`src/rtl/seq_shift_add_mult.sv`:
```
// -----------------------------------------------------------------------------
// seq_shift_add_mult
//
// Sequential unsigned shift-and-add multiplier. A start pulse while idle
// captures the operands. The design then processes one multiplier bit per
// clock, using a WIDTH-bit adder whose carry-out is kept. The 2*WIDTH-bit
// product is presented together with a busy/done handshake.
//
// Optional build macro: SEQ_SHIFT_ADD_MULT_EARLY_EXIT_EN
//   When defined, an operation finishes as soon as the multiplier bits still
//   to be processed are all zero. In that final edge the work register is
//   shifted right by all remaining positions at once. The product is
//   identical to the full-length result.
//   When undefined, every operation takes exactly WIDTH RUN cycles.
//
// Ports:
//   clk    in   1        system clock, rising edge
//   rst_n  in   1        asynchronous active-low reset
//   start  in   1        request, sampled only while idle
//   a      in   WIDTH    multiplicand, captured on accepted start
//   b      in   WIDTH    multiplier, captured on accepted start
//   busy   out  1        high while iterating (RUN)
//   done   out  1        one-cycle pulse when p has just been updated
//   p      out  2*WIDTH  product; holds the last result until next completion
// -----------------------------------------------------------------------------
module seq_shift_add_mult #(
    parameter int WIDTH = 4
) (
    input  logic               clk,
    input  logic               rst_n,
    input  logic               start,
    input  logic [WIDTH-1:0]   a,
    input  logic [WIDTH-1:0]   b,
    output logic               busy,
    output logic               done,
    output logic [2*WIDTH-1:0] p
);

    localparam int CW = $clog2(WIDTH + 1);

    typedef enum logic [1:0] {
        S_IDLE = 2'd0,
        S_RUN  = 2'd1,
        S_DONE = 2'd2
    } state_t;

    state_t               r_state;
    logic [WIDTH-1:0]     r_mcand;
    // Upper half: partial product.
    // Lower half: multiplier bits not yet consumed.
    logic [2*WIDTH-1:0]   r_work;
    logic [CW-1:0]        r_count;

    logic [WIDTH:0]       w_sum;
    logic [2*WIDTH-1:0]   w_step;
    logic [2*WIDTH-1:0]   w_next;
    logic                 w_last;

    // One iteration: conditionally add the multiplicand into the upper half.
    // Then shift right by one, so the adder carry-out becomes the new MSB.
    always_comb begin
        w_sum  = {1'b0, r_work[2*WIDTH-1:WIDTH]}
               + (r_work[0] ? {1'b0, r_mcand} : {(WIDTH+1){1'b0}});
        w_step = {w_sum, r_work[WIDTH-1:1]};
    end

`ifdef SEQ_SHIFT_ADD_MULT_EARLY_EXIT_EN
    logic [WIDTH-1:0] w_rem_bits;
    logic             w_exit;
    logic [CW-1:0]    w_rem;

    // After r_count iterations, the unconsumed multiplier bits sit in
    // r_work[WIDTH-1-r_count:0]. Shifting left by r_count and truncating to
    // WIDTH bits isolates exactly those bits.
    // When they are all zero, no further adds can occur. The remaining
    // (WIDTH - r_count) shifts then collapse into a single shift.
    always_comb begin
        w_rem_bits = r_work[WIDTH-1:0] << r_count;
        w_exit     = (w_rem_bits == {WIDTH{1'b0}});
        w_rem      = CW'(WIDTH) - r_count;
        w_next     = w_exit ? (r_work >> w_rem) : w_step;
        w_last     = w_exit || (r_count == CW'(WIDTH - 1));
    end
`else
    always_comb begin
        w_next = w_step;
        w_last = (r_count == CW'(WIDTH - 1));
    end
`endif

    always_ff @(posedge clk or negedge rst_n) begin
        if (!rst_n) begin
            r_state <= S_IDLE;
            r_mcand <= '0;
            r_work  <= '0;
            r_count <= '0;
            busy    <= 1'b0;
            done    <= 1'b0;
            p       <= '0;
        end else begin
            case (r_state)
                S_IDLE: begin
                    done <= 1'b0;
                    if (start) begin
                        r_mcand <= a;
                        r_work  <= {{WIDTH{1'b0}}, b};
                        r_count <= '0;
                        busy    <= 1'b1;
                        r_state <= S_RUN;
                    end
                end
                S_RUN: begin
                    r_work  <= w_next;
                    r_count <= r_count + CW'(1);
                    if (w_last) begin
                        p       <= w_next;
                        busy    <= 1'b0;
                        done    <= 1'b1;
                        r_state <= S_DONE;
                    end
                end
                S_DONE: begin
                    done    <= 1'b0;
                    r_state <= S_IDLE;
                end
                default: begin
                    busy    <= 1'b0;
                    done    <= 1'b0;
                    r_state <= S_IDLE;
                end
            endcase
        end
    end

endmodule

```
`config.mk`:
```
export PLATFORM = sky130hd
export DESIGN_NAME = seq_shift_add_mult
export DESIGN_NICKNAME = d
export VERILOG_FILES = /design/src/rtl/seq_shift_add_mult.sv
export SDC_FILE = /design/constraint.sdc
export NUM_CORES = 1
export LEC_CHECK = 0
export ABC_CLOCK_PERIOD_IN_PS = 3920
export CAP_MARGIN = 20
export CORE_MARGIN = 3
export CORE_UTILIZATION = 55
export DETAILED_ROUTE_END_ITERATION = 16
export PLACE_DENSITY = 0.9
export SLEW_MARGIN = 10
export SYNTH_ARGS = -nofsm -noshare
export SYNTH_HDL_FRONTEND = slang
export SYNTH_SLANG_ARGS = --single-unit
```
`constraint.sdc`:
```
create_clock -name clk -period 3.92 [get_ports clk]
set_input_delay 0.784 -clock clk [delete_from_list [all_inputs] [get_ports clk]]
set_output_delay 0.784 -clock clk [all_outputs]
set_load 0.005 [all_outputs]
```
======== Yosys cells after proc, flatten, opt, wreduce, memory -nomap -nowiden ========
Index checks and enable logic that the tools add are counted.
operators by class
  reduce and logical (&&, ||, !) cells .... 7
  equal/unequal tests ..................... 5
  bitwise operators ....................... 1
  mux-type cells .......................... 13
  add/subtract/negate cells ............... 2
operator list
  cell                                            count
  one-hot mux 8 bit (2 select lines)              1
  2-to-1 mux 8 bit                                1
  AND reduction 2 bit                             4
  one-hot mux 3 bit (2 select lines)              1
  adder 4 x 4 -> 5 bit                            1
  2-to-1 mux 1 bit                                4
  2-to-1 mux 2 bit                                2
  2-to-1 mux 4 bit                                1
  inequality test 2 bit (second input constant)   2
  one-hot mux 2 bit (2 select lines)              1
  adder 3 x 1 -> 3 bit (second input constant)    1
  == test 3 x 2 -> 1 bit (second input constant)  1
  2-to-1 mux 3 bit                                1
  one-hot mux 1 bit (3 select lines)              1
  AND reduction 3 bit                             1
  == test 2 x 1 -> 1 bit (second input constant)  1
  == test 2 bit (second input constant)           1
  zero test 2 bit                                 1
  nonzero test 2 bit                              1
  NOT 1 bit                                       1
storage, ports and cells
  flip-flop bits (word level) ............. 27
  output and inout port bits .............. 10
  logic and storage cells ................. 35
  bits of input ports ..................... 11

======== Logic depth before layout (Yosys ltp) ========
Gate-level depths: netlist of the first run.
  word-level depth ........................ 3
  depth in mapped cells ................... 8

======== Least setup slack after synthesis of the first run ========
OpenSTA, ideal clock, no wires.
  kind .................................... input to register
  start ................................... in start
  end ..................................... reg r_mcand[0]
  buffers on the path ..................... 0
  slack ................................... 2.373 ns
  data arrival time ....................... 1.423 ns
  stages .................................. 3
  path through ............................ nand2b_1 > nor2_1 > mux2_2
between the ends
  longest elaborated chain between the ends .. 1
ends and longest elaborated chain
  item                           RTL line  RTL
  start, declared                31        input logic start,
  AND reduction 2 bit (no line)  -
  end signal, assigned           94        r_mcand <= '0;
  end signal, assigned           105       r_mcand <= a;
  end, declared                  48        logic [WIDTH-1:0] r_mcand;
Every way passes these cells.
A chain may end at the register's enable or synchronous reset.

======== Worst setup path in the final report of the first run ========
  start ................................... reg p[2]
  end ..................................... out p[2]
RTL lines
  item                    RTL line  RTL
  start, declared         36        output logic [2*WIDTH-1:0] p
  start signal, assigned  116       p <= w_next;
No word-level cell between the ends.

==> flow_summary.ini, run 1 <==
[status]
outcome = finished, final reports clean

[clock_network]
htreeDepth = 1
insertion_delay_ns = 0.31
cts_setup_buffers = 0
cts_buffers = 3
post_cts_resized = 0
cts_buffer_depth = 2
cts_hold_buffers = 0
clkSinkCount = 27
cts_tree = built
cts.reportedPaths.clkPinSlew_ns = 0.14
root_buffer = clkbuf_4

[synthesis]
synth_seq_cells = 27
synth_cell_types = 23
ys_seq_area_frac = 0.540
syn_avg_cell_area_sq_um = 11.2
syn_inst = 112
synth_area_sq_um = 1250
synthesis.nets = 130
yosysWarnings = 0

[setup_path]
crit_slowest_cell = clkdlybuf4s50_1
cp.arrival_ns = 1.20
r2r_setup_slack_ns = 2.20
worst-path-buf-inv = 1
rr_startpoint = r_work[0]
crit_chain = clkdlybuf4s50_1
end_kind = output port
slowest_delay_ns = 0.51
critPathTopFamily = buffers and inverters
path_class = reg -> out
reg2reg_to = r_work[6]
crit_fanout = 2
reg2regPathDepth = 7
crit_required_ns = 3.14
startpoint_type = flip-flop
cp-startpoint = p[2]

[layout]
antenna_cells = 0
drive_above_1_share = 0.105
fin_nets = 152
stdcell_count = 160
area_growth_pct = 20.4

[timing]
finClkSkew_ns = 0.00106
setup_viol = 0
period_minus_slack_ns = 1.99
fmax_ghz = 0.504
relSlewSlack = 0.504
rsz0062_at_grt = false
tns_ns = 0
slew_viol_final = 0
report.final.hold_viol_count = 0
setup_slack_ns = 1.93
tightest_slew_ns = 0.743
fin_crit_sh = 0.507

[place]
dp_cells = 156
place_congestion = 0.856
preCtsSetupSlack_ns = 1.68
dp_hpwl_um = 1770
port_buffers = 20

[drt]
wl_per_cell_um = 14.1
drt_iter0_markers = 11
drc_errors = 0
wirelength_um = 2260
viasPerCell = 5.34
dr.pass1.iters = 4
antenna_left = 0
via_count = 855

[floorplan]
die_w_um = 53.7
start_util = 0.607
die_y_um = 53.7
io_pins = 21
fp.coreArea_sq_um = 2060
row_count = 16
dieArea_sq_um = 2880

[min_path]
whs_endpoint = p[4]
hold_depth = 2
holdCritStartpoint = p[4]
hp-class = reg -> reg

[pwr]
leakagePower_nw = 0.731
power.density_nw_per_um2 = 685
vdd_ir_drop_max_mv = 0.504

[grt]
grt_max_degree = 20
grt_pass1_vias = 859
track_usage = 0.188
grt_antenna_before_repair = 0
grt_pass1_wl_um = 3870
grt_overflow = 0

[run]
drv_cap = 0
## layout make-up
cell class | count | area (sq um)
fill | 148 | 556
inverter | 7 | 26.3
timing repair buffer | 21 | 228
multi-input combinational | 74 | 517
clock buffer | 4 | 26.3
sequential | 27 | 676
tap | 27 | 33.8
## synthesized netlist by cell type (all sizes together)
library cell / number / area (sq um)
o21bai: 1 / 7.51
o21ai: 14 / 70.1
a22o: 1 / 8.76
nand2b: 3 / 18.8
a21oi: 7 / 35.0
nor2: 3 / 11.3
and3b: 4 / 35.0
buf: 4 / 32.5
inv: 7 / 26.3
fa: 1 / 20.0
o22ai: 1 / 6.26
ha: 6 / 75.1
xor2: 2 / 17.5
nor2b: 1 / 13.8
dfrtp: 27 / 676
mux2: 8 / 93.8
nand2: 16 / 62.6
o21a: 1 / 7.51
and2: 3 / 18.8
a21o: 2 / 15.0
## tightest hold or removal path: stages (launching register included)
cell	delay, ns
dfrtp_1	0.37
nand2_1	0.05
o21ai_0	0.06
## layout by cell type (no fill, tap or decap), drive strengths merged
cell,instances
ha,6
nor2,3
buf,1
o22ai,1
nand2,16
fa,1
and3b,4
clkdlybuf4s50,20
dfrtp,27
o21ai,14
xor2,2
clkbuf,4
and2,3
o21bai,1
nor2b,1
a21o,2
mux2,8
o21a,1
inv,7
a22o,1
a21oi,7
nand2b,3
## flip-flops by register name, summed over array words and instances (netlist names)
register  flops
p             8
r_work        8
r_mcand       4
r_count       3
r_state       2
busy          1
done          1
## routing by layer
layer / up-vias / wire (um) / global-route usage / part of all wire
met5: - / 0 / 0 / 0
met4: 0 / 15 / 0.0638 / 0.0066
met3: 4 / 104 / 0.0388 / 0.046
met2: 25 / 1130 / 0.321 / 0.50
met1: 406 / 1010 / 0.234 / 0.45
li1: 420 / - / - / -
## per-stage QoR
stage	total power (W)	area (sq um)	util	hold WS, ns
3_5_place_dp	0.000926	1480	0.718	0.476
5_1_grt	0.00112	1510	0.731	0.527
4_1_cts	0.00104	1510	0.731	0.507
3_3_place_gp	0.000890	1450	0.704	0.461
6_report	0.00103	1510	0.731	0.501
2_1_floorplan	0.000752	1250	-	0.450
## how the worst max path moves through the flow
stage / end / slack, ns / cells past startpoint
CTS: p[2] / 1.91 / 1
global placement: r_mcand[3] / 1.73 / 4
finish: p[2] / 1.93 / 1
floorplan: r_mcand[0] / 2.37 / 3
global route: p[3] / 1.86 / 1
detailed placement: r_mcand[1] / 1.68 / 4
## where the power goes
| part | internal [W] | switching [W] | total [W] |
|---|---|---|---|
| combinational | 0.000241 | 0.000190 | 0.000430 |
| sequential | 0.000396 | 0.0000898 | 0.000485 |
| clock | 0.0000398 | 0.0000771 | 0.000117 |
## cell families (layout without fill, tap and decap cells)
logic type | Yosys count | after routing | share of synthesized area
AOI/OAI and AO/OA | 27 | 27 | 0.120
xor gates and xnor gates | 2 | 2 | 0.0140
adders and majority gates | 7 | 7 | 0.0760
buffers and inverters | 11 | 32 | 0.0470
DFF | 27 | 27 | 0.540
muxes | 8 | 8 | 0.0750
and+or+nand+nor | 30 | 30 | 0.128
No activity file was read; power rests on OpenSTA's default activity.
==> inputs of run 2 (changes only) <==
- ABC_CLOCK_PERIOD_IN_PS: 3920 -> 1600
- CORE_UTILIZATION: 55 -> 46
- PLACE_DENSITY: 0.9 -> 0.81
- clock period: 3.92 -> 1.6 ns (I/O delays scaled with it)
==> flow_summary.ini, run 2 (synthesis gave the netlist of run 1 again) <==
[drt]
dr.pass1.iters = 4
wirelength_um = 2340
viasPerCell = 5.11
antenna_left = 0
dr_wl_met2_um = 1130
m1WireLength_um = 1060
wl_per_cell_um = 13.7
wl_met3_um = 116
drt_iter0_markers = 23
drc_errors = 0
via_count = 874
top_layer_used = met4

[grt]
grt_pass1_wl_um = 4010
grt_antenna_before_repair = 0
grt_pass1_vias = 934
track_usage = 0.155
grt_overflow = 0
grt_max_degree = 28

[layout]
antenna_cells = 0
final_common_cell = dfrtp_1
fill_cells = 207
layout_common_cells = 27 x dfrtp_1, 20 x clkdlybuf4s50_1, 15 x nand2_1, 11 x o21ai_0, 9 x buf_4
fin_nets = 160
drive_above_1_share = 0.213
area_growth_pct = 26.2
top_regs = p x8, r_work x8, r_mcand x4
final_area_sq_um = 1580

[pwr]
leakagePower_nw = 0.759
power.density_nw_per_um2 = 1690
vdd_ir_drop_max_mv = 1.13

[setup_path]
r2r_setup_slack_ns = 0.08
crit_slowest_cell = dfrtp_1
reg2regPathDepth = 7
crit_chain = nand2_1 > inv_1 > ha_1 > a21o_1 > a21oi_2 > xor2_1 > o21ai_0
worst-path-buf-inv = 1
slowest_delay_ns = 0.41
critPathTopFamily = compound AO/OA/AOI/OAI gates
path_depth = 7
cp.arrival_ns = 1.74
startpoint_type = flip-flop
end_kind = flip-flop
crit_fanout = 3
path_class = reg -> reg
crit_required_ns = 1.82

[place]
dp_hpwl_um = 1780
place_congestion = 0.791
post_dp_cell_area_sq_um = 1520
port_buffers = 20

[run]
drv_cap = 0

[timing]
setup_viol = 0
relSlewSlack = 0.710
rsz0062_at_grt = true
tightest_slew_ns = 0.434
slew_viol_final = 0
period_minus_slack_ns = 1.52
fmax_ghz = 0.659
finClkSkew_ns = 0.00169
report.final.hold_viol_count = 0
hold_ws_ns = 0.344
fin_crit_sh = 0.949

[clock_network]
clkSinkCount = 27
cts_buffer_depth = 2
cts.reportedPaths.clkPinSlew_ns = 0.13
cts_buffers = 3
cts_tree = built
insertion_delay_ns = 0.32
root_buffer = clkbuf_4
htreeDepth = 1

[floorplan]
dieArea_sq_um = 3380
die_y_um = 58.2
fp.coreArea_sq_um = 2520
io_pins = 21
row_count = 18
start_util = 0.496
die_w_um = 58.2

[min_path]
hp-class = in -> async

[status]
outcome = finished, final reports clean
## run 2: changes by cell type in the layout (fill, tap and decap cells not counted), moves of 2 or more
cell     previous run  this run
buf_4               0         9
o21ai_0            14        11
o21ai_1             0         3
a21oi_1             7         5
a21oi_2             0         2
ha_1                6         4
inv_1               7         5
inv_2               0         2
## run 2: layout make-up
| cell class | instances | area (sq um) | area share |
|---|---|---|---|
| Inverter | 7 | 26.3 | 0.0166 |
| Multi-Input combinational cell | 74 | 546 | 0.345 |
| Timing Repair Buffer | 29 | 268 | 0.170 |
| Tap cell | 30 | 37.5 | 0.0238 |
| Clock buffer | 4 | 26.3 | 0.0166 |
| Sequential cell | 27 | 676 | 0.428 |
## run 2: metal layers
| layer | vias up | global-route usage |
|---|---|---|
| li1 | 439 | - |
| met4 | 0 | 0.0497 |
| met3 | 3 | 0.0334 |
| met1 | 411 | 0.201 |
| met5 | - | 0 |
| met2 | 21 | 0.258 |
## run 2: path summary, 6_finish.rpt
check / startpoint / to
max: r_work[0] / p[6]
min: rst_n / r_mcand[3]
max reg2reg: r_work[0] / p[6]
min reg2reg: p[7] / p[7]
max in group asynchronous: rst_n / r_mcand[0]
min in group clk: p[7] / p[7]
## run 2: metrics by stage
step	utilization	TNS (ns)	worst slack, ns	total power, W	instances
2_1_floorplan	-	0	0.102	0.00184	112
3_3_place_gp	0.601	-0.550	-0.0678	0.00226	166
3_5_place_dp	0.601	-1.05	-0.0854	0.00234	166
4_1_cts	0.615	0	0.0230	0.00265	170
5_1_grt	0.626	-0.0723	-0.0276	0.00291	171
6_report	0.626	0	0.0816	0.00267	171
## run 2: repair_timing
item | in CTS | in global routing
setup endpoints to repair | 2 | 12
gates resized for setup | 3 | 8
endpoints found under the hold margin | 0 | 0
gates cloned | 0 | 0
pin swaps | 0 | 5
buffers inserted | 0 | 1
hold buffers | 0 | 0
## run 2: report_power, final
group	internal, W	leakage, nW	total (W)	switching, W
Sequential	0.000969	0.340	0.00119	0.000219
Clock	0.0000976	0.0150	0.000285	0.000188
Combinational	0.000693	0.404	0.00119	0.000501
==> inputs of run 3 (changes only) <==
--- a/config.mk
+++ b/config.mk
@@ -12,4 +12,5 @@
 export DETAILED_ROUTE_END_ITERATION = 16
 export PLACE_DENSITY = 0.81
+export SKIP_LAST_GASP = 1
 export SLEW_MARGIN = 10
 export SYNTH_ARGS = -nofsm -noshare
==> constraint.sdc (replaced) <==
create_clock -name clk -period 1.6 [get_ports clk]
set_input_delay 0.16 -clock clk [delete_from_list [all_inputs] [get_ports clk]]
set_output_delay 0.16 -clock clk [all_outputs]
set_load 0.005 [all_outputs]
==> flow_summary.ini, run 3 (synthesis gave the netlist of run 1 again) <==
[drt]
dr.pass1.iters = 4
drt_iter0_markers = 14
drc_errors = 0
antenna_left = 0
viasPerCell = 5.23
wirelength_um = 2450
wl_per_cell_um = 14.5
via_count = 884

[setup_path]
startpoint_type = flip-flop
crit_path_end = r_work[6]
crit_fanout = 3
slowest_delay_ns = 0.43
r2r_setup_slack_ns = 0.03
crit_slowest_cell = dfrtp_1
worst-path-buf-inv = 1
reg2reg_to = r_work[6]
critPathTopFamily = compound AO/OA/AOI/OAI gates
end_kind = flip-flop
reg2regPathDepth = 7
crit_chain = nand2_2 > inv_1 > ha_1 > a21o_1 > a21oi_2 > xor2_1 > o21ai_0
crit_required_ns = 1.81
cp-startpoint = r_work[0]
rr_startpoint = r_work[0]
path_depth = 7
path_class = reg -> reg
cp.arrival_ns = 1.78

[timing]
setup_slack_ns = 0.0256
finClkSkew_ns = 0.0104
setup_viol = 0
rsz0062_at_grt = true
tns_ns = 0
hold_ws_ns = 0.178
relSlewSlack = 0.498
slew_viol_final = 0
report.final.hold_viol_count = 0
period_minus_slack_ns = 1.57
fin_crit_sh = 0.984
fmax_ghz = 0.635
tightest_slew_ns = 0.751

[layout]
antenna_cells = 0
fin_nets = 158
drive_above_1_share = 0.216
top_regs = p x8, r_work x8, r_mcand x4
final_common_cell = dfrtp_1
layout_common_cells = 27 x dfrtp_1, 20 x clkdlybuf4s50_1, 14 x nand2_1, 12 x o21ai_0
area_growth_pct = 26.2
post-route-util = 0.626

[status]
outcome = finished, final reports clean

[place]
place_congestion = 0.783
preCtsSetupSlack_ns = -0.0306
dp_hpwl_um = 1800
port_buffers = 20

[pwr]
switching_share = 0.347
power.density_nw_per_um2 = 1730
p_int_w = 0.00178
net-switching-power_w = 0.000946
clock_power_share = 0.108
leakagePower_nw = 0.750
p_comb_frac = 0.460
sequentialPowerShare = 0.433
total_power_w = 0.00272
vdd_ir_drop_max_mv = 1.11

[floorplan]
fp.coreArea_sq_um = 2520
row_count = 18
io_pins = 21
die_w_um = 58.2
dieArea_sq_um = 3380
die_y_um = 58.2
start_util = 0.496

[grt]
grt_max_degree = 28
track_usage = 0.163
grt_pass1_vias = 954
grt_overflow = 0
grt_antenna_before_repair = 0
grt_pass1_wl_um = 4170

[run]
drv_cap = 0

[clock_network]
cts_buffers = 3
clkSinkCount = 27
cts_buffer_depth = 2
insertion_delay_ns = 0.32
cts_tree = built
cts_hold_buffers = 0
root_buffer = clkbuf_4
htreeDepth = 1
cts.reportedPaths.clkPinSlew_ns = 0.14

[min_path]
hp-class = in -> async
run 3: cell types whose count changed in the layout (fill, tap and decap cells not counted), sizes merged:
cell / before / now
buf: 9 / 7
run 3: worst min-delay path by stage:
stage | start | end | cells past startpoint
finish | rst_n | p[5] | 2
global route | rst_n | p[4] | 2
CTS | rst_n | p[5] | 2
detailed placement | p[5] | p[5] | 2
global placement | p[5] | p[5] | 2
floorplan | rst_n | busy | 0
run 3: metrics by stage:
step / instance area, sq um / cells
6_report: 1580 / 169
5_1_grt: 1580 / 169
4_1_cts: 1540 / 169
3_5_place_dp: 1500 / 164
3_3_place_gp: 1500 / 164
2_1_floorplan: 1250 / 112
run 3: what timing repair did:
action,CTS,global route
gates resized for setup,1,12
setup endpoints to repair,2,7
pin swaps,0,4
endpoints found under the hold margin,0,0
buffers inserted,1,0
run 3: final cells by class:
| type | count | area [sq um] |
|---|---|---|
| inverter | 7 | 26.3 |
| clock buffer | 4 | 26.3 |
| multi-input combinational | 74 | 561 |
| fill | 223 | 943 |
| tap | 30 | 37.5 |
| sequential | 27 | 676 |
| timing repair buffer | 27 | 253 |
run 3: power groups by stage:
stage | clock, W | sequential (W) | combinational [W]
global placement | 0 | 0.00117 | 0.00109
CTS | 0.000299 | 0.00116 | 0.00119
floorplan | 0 | 0.00113 | 0.000715
detailed placement | 0 | 0.00118 | 0.00116
finish | 0.000293 | 0.00118 | 0.00125
global route | 0.000319 | 0.00122 | 0.00140
run 3: routing by layer:
metal,GRT usage,part of all wire
met1,0.222,0.48
met2,0.260,0.47
met3,0.0312,0.040
met4,0.0596,0.013
met5,0,0
